--- config.mk ---
export PLATFORM = sky130hd
export DESIGN_NAME = reg_writeback
export DESIGN_NICKNAME = d
export VERILOG_FILES = /design/src/rtl/reg_writeback_pkg.sv /design/src/rtl/wb_queue.sv /design/src/rtl/reg_writeback.sv
export SDC_FILE = /design/constraint.sdc
export NUM_CORES = 1
export LEC_CHECK = 0
export ABC_AREA = 0
export CORE_ASPECT_RATIO = 1.25
export CORE_UTILIZATION = 43
export DETAILED_ROUTE_END_ITERATION = 10
export PLACE_DENSITY_LB_ADDON = 0.05
export SLEW_MARGIN = 20
export SYNTH_ARGS = -nofsm -noshare
export SYNTH_HDL_FRONTEND = slang
export SYNTH_SLANG_ARGS = --single-unit
--- constraint.sdc ---
create_clock -name CLK -period 2.52 [get_ports CLK]
set_clock_uncertainty 0.15 [all_clocks]
set_input_delay 0.252 -clock CLK [delete_from_list [all_inputs] [get_ports CLK]]
set_output_delay 0.252 -clock CLK [all_outputs]
set_load 0.02 [all_outputs]
--- src/rtl/reg_writeback_pkg.sv ---
// Shared types and constants for the register writeback path.
// Optional forwarding data is enabled with WB_BYPASS_EN.
package reg_writeback_pkg;
  localparam int XLEN = 32;
  localparam int RW   = 5;

  localparam logic [RW-1:0] ZERO_REG = 5'd0;
  localparam logic [RW-1:0] LINK_REG = 5'd31;

  localparam logic [1:0] SEL_RT   = 2'b00;
  localparam logic [1:0] SEL_RD   = 2'b01;
  localparam logic [1:0] SEL_LINK = 2'b10;
  localparam logic [1:0] SEL_NONE = 2'b11;

  localparam logic [1:0] SRC_ALU  = 2'b00;
  localparam logic [1:0] SRC_MEM  = 2'b01;
  localparam logic [1:0] SRC_PC4  = 2'b10;
  localparam logic [1:0] SRC_ZERO = 2'b11;

  typedef enum logic [1:0] {
    S_IDLE,
    S_SETUP,
    S_PULSE
  } wb_state_t;

  typedef struct packed {
    logic [RW-1:0]   dest;
    logic [XLEN-1:0] data;
  } wb_entry_t;
endpackage

--- src/rtl/wb_queue.sv ---
// Writeback FIFO: storage, pointers, count and per-entry address compare.
// Match vectors are ordered by age (bit 0 = oldest entry).
module wb_queue
  import reg_writeback_pkg::*;
#(
  parameter int DEPTH = 4
) (
  input  logic             clk,
  input  logic             rst,
  input  logic             push,
  input  logic             pop,
  input  wb_entry_t        push_entry,
  output wb_entry_t        head,
  output logic             empty,
  output logic             full,
  input  logic [RW-1:0]    rs,
  input  logic [RW-1:0]    rt,
  output logic [DEPTH-1:0] rs_match,
  output logic [DEPTH-1:0] rt_match
`ifdef WB_BYPASS_EN
  ,
  output logic [DEPTH-1:0][XLEN-1:0] age_data
`endif
);
  localparam int AW = $clog2(DEPTH);
  localparam int CW = AW + 1;

  wb_entry_t      mem [DEPTH];
  logic [AW-1:0]  wr_ptr;
  logic [AW-1:0]  rd_ptr;
  logic [CW-1:0]  count;

  always_ff @(posedge clk) begin
    if (rst) begin
      wr_ptr <= '0;
      rd_ptr <= '0;
      count  <= '0;
    end else begin
      if (push) wr_ptr <= wr_ptr + 1'b1;
      if (pop)  rd_ptr <= rd_ptr + 1'b1;
      count <= count + CW'(push) - CW'(pop);
    end
  end

  always_ff @(posedge clk) begin
    if (push) mem[wr_ptr] <= push_entry;
  end

  assign head  = mem[rd_ptr];
  assign empty = (count == '0);
  assign full  = (count == CW'(DEPTH));

  for (genvar g = 0; g < DEPTH; g++) begin : g_age
    logic [AW-1:0] idx;
    logic          live;
    assign idx         = rd_ptr + AW'(g);
    assign live        = (CW'(g) < count);
    assign rs_match[g] = live && (mem[idx].dest == rs);
    assign rt_match[g] = live && (mem[idx].dest == rt);
`ifdef WB_BYPASS_EN
    assign age_data[g] = mem[idx].data;
`endif
  end
endmodule

--- src/rtl/reg_writeback.sv ---
// Writeback queue drain with setup/pulse strobe and hazard lookup.
// Define WB_BYPASS_EN to add forwarding data outputs.
module reg_writeback
  import reg_writeback_pkg::*;
#(
  parameter int DEPTH = 4
) (
  input  logic            CLK,
  input  logic            Reset,
  input  logic            in_valid,
  output logic            in_ready,
  input  logic [1:0]      in_sel,
  input  logic [1:0]      in_src,
  input  logic [RW-1:0]   in_rt,
  input  logic [RW-1:0]   in_rd,
  input  logic [XLEN-1:0] in_alu,
  input  logic [XLEN-1:0] in_mem,
  input  logic [XLEN-1:0] in_pc4,
  output logic            RegWre,
  output logic [RW-1:0]   WriteReg,
  output logic [XLEN-1:0] WriteData,
  input  logic [RW-1:0]   rs,
  input  logic [RW-1:0]   rt,
  output logic            rs_pending,
  output logic            rt_pending
`ifdef WB_BYPASS_EN
  ,
  output logic [XLEN-1:0] fwd1_data,
  output logic [XLEN-1:0] fwd2_data
`endif
);
  wb_state_t        state, next_state;
  wb_entry_t        req, head;
  logic             empty, full, push, pop, wre_next;
  logic             inflight, rs_live, rt_live;
  logic [DEPTH-1:0] rs_match, rt_match;
`ifdef WB_BYPASS_EN
  logic [DEPTH-1:0][XLEN-1:0] age_data;
`endif

  always_comb begin
    req = '0;
    unique case (in_sel)
      SEL_RT:   req.dest = in_rt;
      SEL_RD:   req.dest = in_rd;
      SEL_LINK: req.dest = LINK_REG;
      default:  req.dest = ZERO_REG;
    endcase
    unique case (in_src)
      SRC_ALU: req.data = in_alu;
      SRC_MEM: req.data = in_mem;
      SRC_PC4: req.data = in_pc4;
      default: req.data = '0;
    endcase
  end

  assign in_ready = !full;
  assign push     = in_valid && !full && !Reset;

  wb_queue #(.DEPTH(DEPTH)) u_queue (
    .clk        (CLK),
    .rst        (Reset),
    .push       (push),
    .pop        (pop),
    .push_entry (req),
    .head       (head),
    .empty      (empty),
    .full       (full),
    .rs         (rs),
    .rt         (rt),
    .rs_match   (rs_match),
    .rt_match   (rt_match)
`ifdef WB_BYPASS_EN
    ,
    .age_data   (age_data)
`endif
  );

  always_ff @(posedge CLK) begin
    if (Reset) state <= S_IDLE;
    else       state <= next_state;
  end

  always_comb begin
    next_state = state;
    pop        = 1'b0;
    wre_next   = 1'b0;
    unique case (state)
      S_IDLE: begin
        if (!empty) begin
          pop        = 1'b1;
          next_state = S_SETUP;
        end
      end
      S_SETUP: begin
        next_state = S_PULSE;
        wre_next   = (WriteReg != ZERO_REG);
      end
      S_PULSE: begin
        if (!empty) begin
          pop        = 1'b1;
          next_state = S_SETUP;
        end else begin
          next_state = S_IDLE;
        end
      end
      default: next_state = S_IDLE;
    endcase
  end

  // Address/data only move on a pop, so they hold across the strobe.
  always_ff @(posedge CLK) begin
    if (Reset) begin
      RegWre    <= 1'b0;
      WriteReg  <= '0;
      WriteData <= '0;
    end else begin
      RegWre <= wre_next;
      if (pop) begin
        WriteReg  <= head.dest;
        WriteData <= head.data;
      end
    end
  end

  assign inflight   = (state != S_IDLE);
  assign rs_live    = inflight && (WriteReg == rs);
  assign rt_live    = inflight && (WriteReg == rt);
  assign rs_pending = (rs != ZERO_REG) && (rs_live || |rs_match);
  assign rt_pending = (rt != ZERO_REG) && (rt_live || |rt_match);

`ifdef WB_BYPASS_EN
  // Younger queue entries override older ones and the in-flight write.
  always_comb begin
    fwd1_data = rs_live ? WriteData : '0;
    fwd2_data = rt_live ? WriteData : '0;
    for (int i = 0; i < DEPTH; i++) begin
      if (rs_match[i]) fwd1_data = age_data[i];
      if (rt_match[i]) fwd2_data = age_data[i];
    end
    if (rs == ZERO_REG) fwd1_data = '0;
    if (rt == ZERO_REG) fwd2_data = '0;
  end
`endif
endmodule
==> results.txt, run 1 <==
The run finished, with violations left. The checks that failed: negative setup slack. The largest single stage delay on the critical path is 0.37 ns. Summed over all nets, the switching power comes to 3790 uW. The run gives 8.71 mm as the met1 wire length.

The leakage power figure is 0.00418 uW, and the final routed wire length divided by cell count is 18.9 microns. The number of antenna diodes in the final layout is 0. The final number of max-transition violations came out at 0. The class of the most critical setup path was reg2out. The overall fraction of global-route tracks in use was 0.212.

The clock tree root driver cell is clkbuf_16. The number of fill cells came out at 1726. Gate family responsible for the most delay along the worst path: compound AO/OA/AOI/OAI gates. The detailed-routed wire length on met3 came out at 780 microns. The largest net degree at the start of global routing is 48, and the required time at the worst-slack endpoint is 2.12 ns. The portion of synthesized cell area occupied by the leading cell type is 0.488. Wires add up to 22.0 mm. Pin placement for this block handled 164 I/O pins.

The run gives 6054 as the number of vias in the routed layout. Ranked by total cell area, the synthesized netlist is headed by edfxtp_1, dfxtp_1, mux4_2, mux2i_1, nand2_1. Each instance of the synthesized netlist takes up on average 13.2 sq um. The first global-routing pass estimated 34.5 mm of wire. Counting flops and latches in the post-synthesis netlist gives 197. Headroom to the max-slew limit: 0.546. The signal on the critical path passes through buf_6 > mux2i_4 > buf_12 > a222oi_1 > o2111ai_1 > a2111oi_2 > a311oi_1 > a21oi_1 > buf_4. The number of clock buffers added by TritonCTS is 17. After detailed placement, the design holds a cell count of 1133. Compared with the post-synthesis result, the final layout area differs by 32.5%. The power share of the sequential group was 0.385; the number of antenna violations at the first check in global routing was 0. Hold timing on the final database bottoms out at a slack of 0.258 ns. Data arrives at the worst endpoint at 2.53 ns. The final period utilization is 1.16, and the total of max-cap violations is 0.

Summed over all layers, the global routing overflow is 0. Overall die area: 21800 sq um. In this run, synthesis inferred 148 flip-flops with an integrated enable. IR analysis of the VDD net gives a maximum drop of 0.493 mV.

The category of the worst setup path launch point was a flop. Maximum clock frequency: 341 MHz. Among all stages on the critical path, the largest delay is contributed by dfxtp_4. In the synthesized netlist, the cells that appear most often are edfxtp_1, nand2_1, mux2i_1, dfxtp_1, a21oi_1.

After the flow finishes, the layout carries non-filler instances totaling 1167. The run gives 0 as the final hold violation count. Prior to clock tree synthesis, the placed netlist has a worst setup slack of -0.549 ns.

The proportion of total power due to net switching came out at 0.340. The H-tree was split into 4 levels. The effective utilization at floorplan was 0.437. The post-route worst setup slack came out at -0.415 ns.

Remaining routing DRC violations: 0. The Yosys step of the flow raised 0 warnings. Subtracting the final worst setup slack from the clock period gives 2.94 ns. Proportion of synthesized chip area in sequential cells: 0.596. For this run, the post-layout net count is 1012.

The run gives 197 as the number of sinks on the clock net. The logs give 0 for the remaining antenna violation count and 59 for the floorplan row count. The share of flip-flops with an asynchronous set or reset after synthesis came out at 0. The chip width was 132 microns. For this run, the leading register cell type out of synthesis is edfxtp_1.

Setup violations remaining at the end of the flow were counted as 2. The number of buffer and inverter stages on the critical path is 3, and the clock transition at the registers of the reported paths is 0.07 ns. For the power share of the clock group, the log shows 0.230. The clock passes through at most 2 buffers. The worst setup path is captured at an output port. For this block, the initial DRC count from the detailed router was 248. Routability-driven placement finished with a final weighted congestion of 0.898. The measured slew at the worst slew-check pin works out to 0.681 ns.

Setup repair after global routing could not meet its margin everywhere. Synthesis instantiated 46 different standard cells from the library. TritonCTS built the clock tree. The tools report the number of detailed-route iterations in the first pass as 4.

After routing, the total negative slack on setup checks comes to -0.743 ns. The class of the most critical hold timing path is in2reg. By instance count, the leading cell after synthesis is edfxtp_1. The clock latency reported for the late side of the worst-skew pair was 0.43 ns. The share of total power in combinational logic is 0.385, and the internal power is 7360 uW. The run gives 6420 as the via count of the first global-routing pass.

The total area inside the core boundary comes to 20800 sq um. The maximum fanout encountered on the critical timing path is 6. The uppermost layer routed is met4. The logs give 819 for the synthesized net count and 15.5 mm for the placed wire-length estimate.

The number of buffers added on ports works out to 163. Power spread over the standard cell area amounts to 925 nW/um^2. After technology mapping, the gate count stands at 687.

Summed over all nets, wire length on met2 after detailed routing comes to 12.1 mm. The ratio of cells with drive above 1 in the final layout was 0.187. Floorplan die height: 165 microns.

The cell area that synthesis handed to floorplanning was 9100 sq um. After detailed routing, the number of vias per cell comes to 5.19. Summed over all instances, the cell type with the most area after synthesis is edfxtp_1. Count of hold-fix buffers inserted at cts: 0.
==> metal layers <==
layer,up-vias,GRT usage
li1,2899,-
met1,2982,0.233
met2,147,0.409
met3,26,0.0408
met4,0,0.0719
met5,-,0
==> worst paths after layout <==
check	from	endpoint	slack, ns	cells past startpoint
worst max-delay path	u_queue.rd_ptr[0]	rs_pending	-0.42	9
worst min-delay path	Reset	u_queue.wr_ptr[0]	0.26	3
worst max register to register	u_queue.count[2]	u_queue.count[2]	0.28	10
worst min register to register	state[1]	state[1]	0.28	1
==> cells in the final DEF, fill, tap and decap left out, types with 5 or more instances in the layout <==
cell type and instances:
xnor2_1 29, ha_1 8, mux2i_4 7, nand2_1 108, mux2_2 8, clkdlybuf4s50_1 159
nor2_1 26, dfxtp_1 46, nor3_1 7, buf_12 6, o21ai_0 37, mux4_2 34
a21oi_1 43, buf_4 50, buf_6 5, clkbuf_16 17, edfxtp_1 148, inv_1 7
mux2i_1 57, xor2_1 21
==> per-stage QoR <==
stage / power [uW] / instance area (sq um) / util
finish: 11200 / 12100 / 0.579
global route: 11800 / 12100 / 0.579
CTS: 11300 / 12000 / 0.578
detailed placement: 8620 / 11300 / 0.545
global placement: 8540 / 11300 / 0.545
floorplan: 6920 / 9100 / -
==> logic make-up after synthesis <==
group	count (synthesis)	synth area share
AOI/OAI and AO/OA	96	0.0593
adders and majority gates	9	0.0132
buffers and inverters	57	0.0294
DFF	197	0.596
muxes	107	0.171
and+or+nand+nor	168	0.0796
xor gates and xnor gates	53	0.0510
==> sequential cells by signal (all words and copies together) (netlist names), named ones only <==
name / flops
u_queue.mem: 148
WriteData: 32
WriteReg: 5
u_queue.count: 3
state: 2
u_queue.rd_ptr: 2
u_queue.wr_ptr: 2
RegWre: 1
==> worst min-delay path: stages <==
cell	delay (ns)
buf_2	0.10
buf_4	0.28
nor2_1	0.16
==> final cells by class <==
type / count / area, sq um / share of cell area
clock inverter: 15 / 144 / 0.0119
clock buffer: 17 / 425 / 0.0353
tap: 274 / 343 / 0.0284
timing repair buffer: 223 / 2170 / 0.180
inverter: 8 / 30.0 / 0.00249
multi-input combinational: 433 / 3510 / 0.291
sequential: 197 / 5430 / 0.451
==> power groups by stage <==
stage	logic [uW]	clock network (uW)	registers, uW
finish	4300	2560	4290
global route	4670	2750	4350
CTS	4370	2630	4300
detailed placement	4260	0	4360
global placement	4200	0	4340
floorplan	2390	0	4530
==> what timing repair did <==
action | CTS | global route
pin swaps | 9 | 0
setup buffers | 2 | 0
endpoints found under the setup margin | 2 | 2
resized for setup | 30 | 3
No activity file was read; power rests on OpenSTA's default activity.
==> run 2: changes to the inputs <==
--- a/config.mk
+++ b/config.mk
@@ -6,6 +6,7 @@
 export NUM_CORES = 1
 export LEC_CHECK = 0
 export ABC_AREA = 0
+export CAP_MARGIN = 15
 export CORE_ASPECT_RATIO = 1.25
 export CORE_UTILIZATION = 43
 export DETAILED_ROUTE_END_ITERATION = 10
==> results of run 2 <==
No change in the layout: final DEF, timing and power equal those of run 1.
==> run 3: changes to the inputs <==
--- a/config.mk
+++ b/config.mk
@@ -10,7 +10,9 @@
 export CORE_ASPECT_RATIO = 1.25
 export CORE_UTILIZATION = 43
 export DETAILED_ROUTE_END_ITERATION = 10
+export HOLD_SLACK_MARGIN = 0.03
 export PLACE_DENSITY_LB_ADDON = 0.05
+export SETUP_SLACK_MARGIN = 0.05
 export SLEW_MARGIN = 20
 export SYNTH_ARGS = -nofsm -noshare
 export SYNTH_HDL_FRONTEND = slang
==> constraint.sdc (replaced) <==
create_clock -name CLK -period 2.52 [get_ports CLK]
set_clock_uncertainty 0.15 [all_clocks]
set_input_delay 0.504 -clock CLK [delete_from_list [all_inputs] [get_ports CLK]]
set_output_delay 0.504 -clock CLK [all_outputs]
set_load 0.02 [all_outputs]
==> results.txt, run 3 (synthesis results as in run 1) <==
The worst vdd rail ir drop came out at 0.738 mV (was 0.493 mV). The ratio of cells with drive above 1 in the final layout was 0.205 (was 0.187). For the largest net degree at the start of global routing, the log shows 48 (unchanged). Total power: 11500 uW (was 11200 uW). Failing checks: negative setup slack (unchanged). Leading registers by flop count: u_queue.mem (148), WriteData (32), WriteReg (5) (unchanged).

The data arrival time of the critical path is 2.67 ns (was 2.53 ns). TritonCTS built the clock tree. Maximum clock frequency: 301 MHz (was 341 MHz). The effective utilization at floorplan is 0.437 (unchanged), and the total setup violations reported at the end of the flow is 2 (unchanged).

The tools report the remaining routing DRC violations as 0 (unchanged). Routed length on met2: 12.2 mm (was 12.1 mm). Count of nets after finishing: 1029 (was 1012). The tools report the clock tree root driver cell as clkbuf_16 (unchanged).

For the core region area, the log shows 20800 sq um (unchanged). The total of max-cap violations came out at 0 (unchanged). The final routed wire length divided by cell count was 19.4 microns (was 18.9 microns); the required time at the worst-slack endpoint was 1.87 ns (was 2.12 ns). The logs give 5 (was 4) for the number of detailed-route iterations in the first pass and 823 microns (was 780 microns) for the detailed-routed wire length on met3.

The number of buffers created by CTS was 17 (unchanged); the signed area change from the synthesized netlist to the final layout was 34.4% (was 32.5%). The tools report the overall die area as 21800 sq um (unchanged). Floorplan row count: 59 (unchanged). The logs give 6408 (was 6420) for the via count of the first global-routing pass and 6155 (was 6054) for the number of vias in the routed layout.

The tools report the total wirelength of the detailed-routed design as 23.0 mm (was 22.0 mm). The tools report the internal power as 7600 uW (was 7360 uW). The class of the most critical setup path was reg2out (unchanged).

The capturing element type of the critical path is an output port (unchanged). The number of antenna violations at the first check in global routing came out at 0 (unchanged). Global placer's final weighted congestion: 0.871 (was 0.898). The commonest non-fill, non-tap cell in the layout is clkdlybuf4s50_1 (unchanged). The flow ran to the end, but the final reports show violations.

The run gives 0 (unchanged) as the overall overflow remaining after global route. Number of sinks on the clock net: 197 (unchanged). The routed via count divided by cell count works out to 5.20 (was 5.19).

Most frequent cells in the layout: clkdlybuf4s50_1, edfxtp_1, nand2_1, buf_4, mux2i_1 (was clkdlybuf4s50_1, edfxtp_1, nand2_1, mux2i_1, buf_4). The time the final worst path needs with I/O delays and setup was 3.32 ns (was 2.94 ns); the power share of the clock group was 0.237 (was 0.230). The leakage power figure was 0.00427 uW (was 0.00418 uW); the measured slew at the worst slew-check pin was 0.656 ns (was 0.681 ns). The chip width is 132 microns (unchanged), and the remaining antenna violation count is 0 (unchanged).

The headroom to the max-slew limit was 0.558 (was 0.546). The power share of the sequential group is 0.370 (was 0.385). The category of the worst setup path launch point is a flop (unchanged). The run gives 3940 uW (was 3790 uW) as the total net switching power.

The end-of-flow core utilization was 0.588 (was 0.579); the post-route worst setup slack was -0.801 ns (was -0.415 ns). The first-iteration detailed-routing DRC count was 214 (was 248); the number of buffers added on ports was 163 (unchanged). The clock latency reported for the late side of the worst-skew pair is 0.43 ns (about the same). The share of total power in combinational logic is 0.393 (was 0.385), and the flip-flop count of the largest register, all copies and words added is 148 (unchanged). Setup repair after global routing could not meet its margin everywhere.

The logs give 35.5 mm (was 34.5 mm) for the wire length of the first global-routing pass and 9.63 mm (was 8.71 mm) for the met1 wire length. The class of the most critical hold timing path was reg2reg (was in2reg). The floorplan die height is 165 microns (unchanged). The tools report the final hold violation count as 0 (unchanged). The final period utilization was 1.32 (was 1.16). For the deepest level of the CTS H-tree, the log shows 4 (unchanged). The tools report the number of buffers on the longest clock path as 2 (unchanged). Placed wire-length estimate: 15.9 mm (was 15.5 mm). The antenna diode count is 0 (unchanged), and the count of pins on the block boundary is 164 (unchanged). The proportion of total power due to net switching is 0.341 (was 0.340).

The total power density per cell area was 943 nW/um^2 (was 925 nW/um^2). The tools report the overall fraction of global-route tracks in use as 0.220 (was 0.212). The uppermost layer routed is met4 (unchanged). Register with the most flip-flops: u_queue.mem (unchanged).

The final number of max-transition violations is 0 (unchanged), and the maximum fanout encountered on the critical timing path is 4 (was 6). For the count of hold-fix buffers inserted at cts, the log shows 0 (unchanged). The clock transition at the registers of the reported paths works out to 0.08 ns (was 0.07 ns).
[run 3: changes by cell type in the layout (fill, tap and decap cells not counted), moves of 2 or more]
cell      before  now
buf_4         50   65
buf_12         6    9
clkinv_2       3    0
dfxtp_2        1    4
a21oi_1       43   41
a21oi_2        0    2
dfxtp_4        2    0
inv_6          3    5
mux2i_2        0    2
xnor2_1       29   31
xnor2_2        2    0
[run 3: area by class of cell]
cell class / instances / area, sq um
fillers: 1700 / 8580
flip-flops and latches: 197 / 5430
multi-input cells: 433 / 3500
repair buffers: 240 / 2330
clock buffers: 18 / 429
well taps: 274 / 343
clock inverters: 14 / 176
inverters: 8 / 30.0
[run 3: path summary, 6_finish.rpt]
kind                startpoint                to  slack, ns  depth (start not counted)
min                   state[1]          state[1]       0.30                          1
min reg2reg           state[1]          state[1]       0.30                          1
max reg2reg   u_queue.count[2]  u_queue.count[2]       0.35                         10
max          u_queue.rd_ptr[0]        rs_pending      -0.80                          9
[run 3: timing repair]
action / in CTS / in global routing
pin swaps: 9 / 5
gates resized for setup: 17 / 8
setup buffers: 4 / 0
endpoints found under the setup margin: 2 / 2
[run 3: power by group through the flow]
| stage | clock, uW | sequential, uW | combinational, uW |
|---|---|---|---|
| after floorplan | 0 | 4530 | 2420 |
| after detailed placement | 0 | 4340 | 4490 |
| final | 2740 | 4270 | 4540 |
| after global placement | 0 | 4320 | 4450 |
| after CTS | 2790 | 4270 | 4570 |
| after global routing | 2900 | 4320 | 4920 |
[run 3: metal layers]
| metal | vias up | global-route usage |
|---|---|---|
| li1 | 2932 | - |
| met1 | 3048 | 0.263 |
| met2 | 154 | 0.404 |
| met3 | 21 | 0.0350 |
| met4 | 0 | 0.0708 |
| met5 | - | 0 |
[run 3: worst max-delay path, cell delays in order (launching register included)]
cell and delay, ns:
dfxtp_2 0.32, buf_4 0.16, mux2i_4 0.21, buf_4 0.17, a222oi_1 0.40, o2111ai_2 0.21
a2111oi_4 0.37, a311oi_2 0.08, a21oi_2 0.18, buf_6 0.14
[run 3: through the flow]
| step | setup WS [ns] | cell area [sq um] | instances | TNS, ns | hold WS, ns |
|---|---|---|---|---|---|
| 2_1_floorplan | -0.0111 | 9130 | 687 | -0.0111 | 0.258 |
| 3_3_place_gp | -0.869 | 11500 | 1149 | -1.64 | 0.272 |
| 3_5_place_dp | -0.899 | 11500 | 1149 | -1.67 | 0.288 |
| 4_1_cts | -0.796 | 12200 | 1184 | -1.38 | 0.300 |
| 5_1_grt | -0.931 | 12200 | 1184 | -1.66 | 0.323 |
| 6_report | -0.801 | 12200 | 1184 | -1.37 | 0.300 |
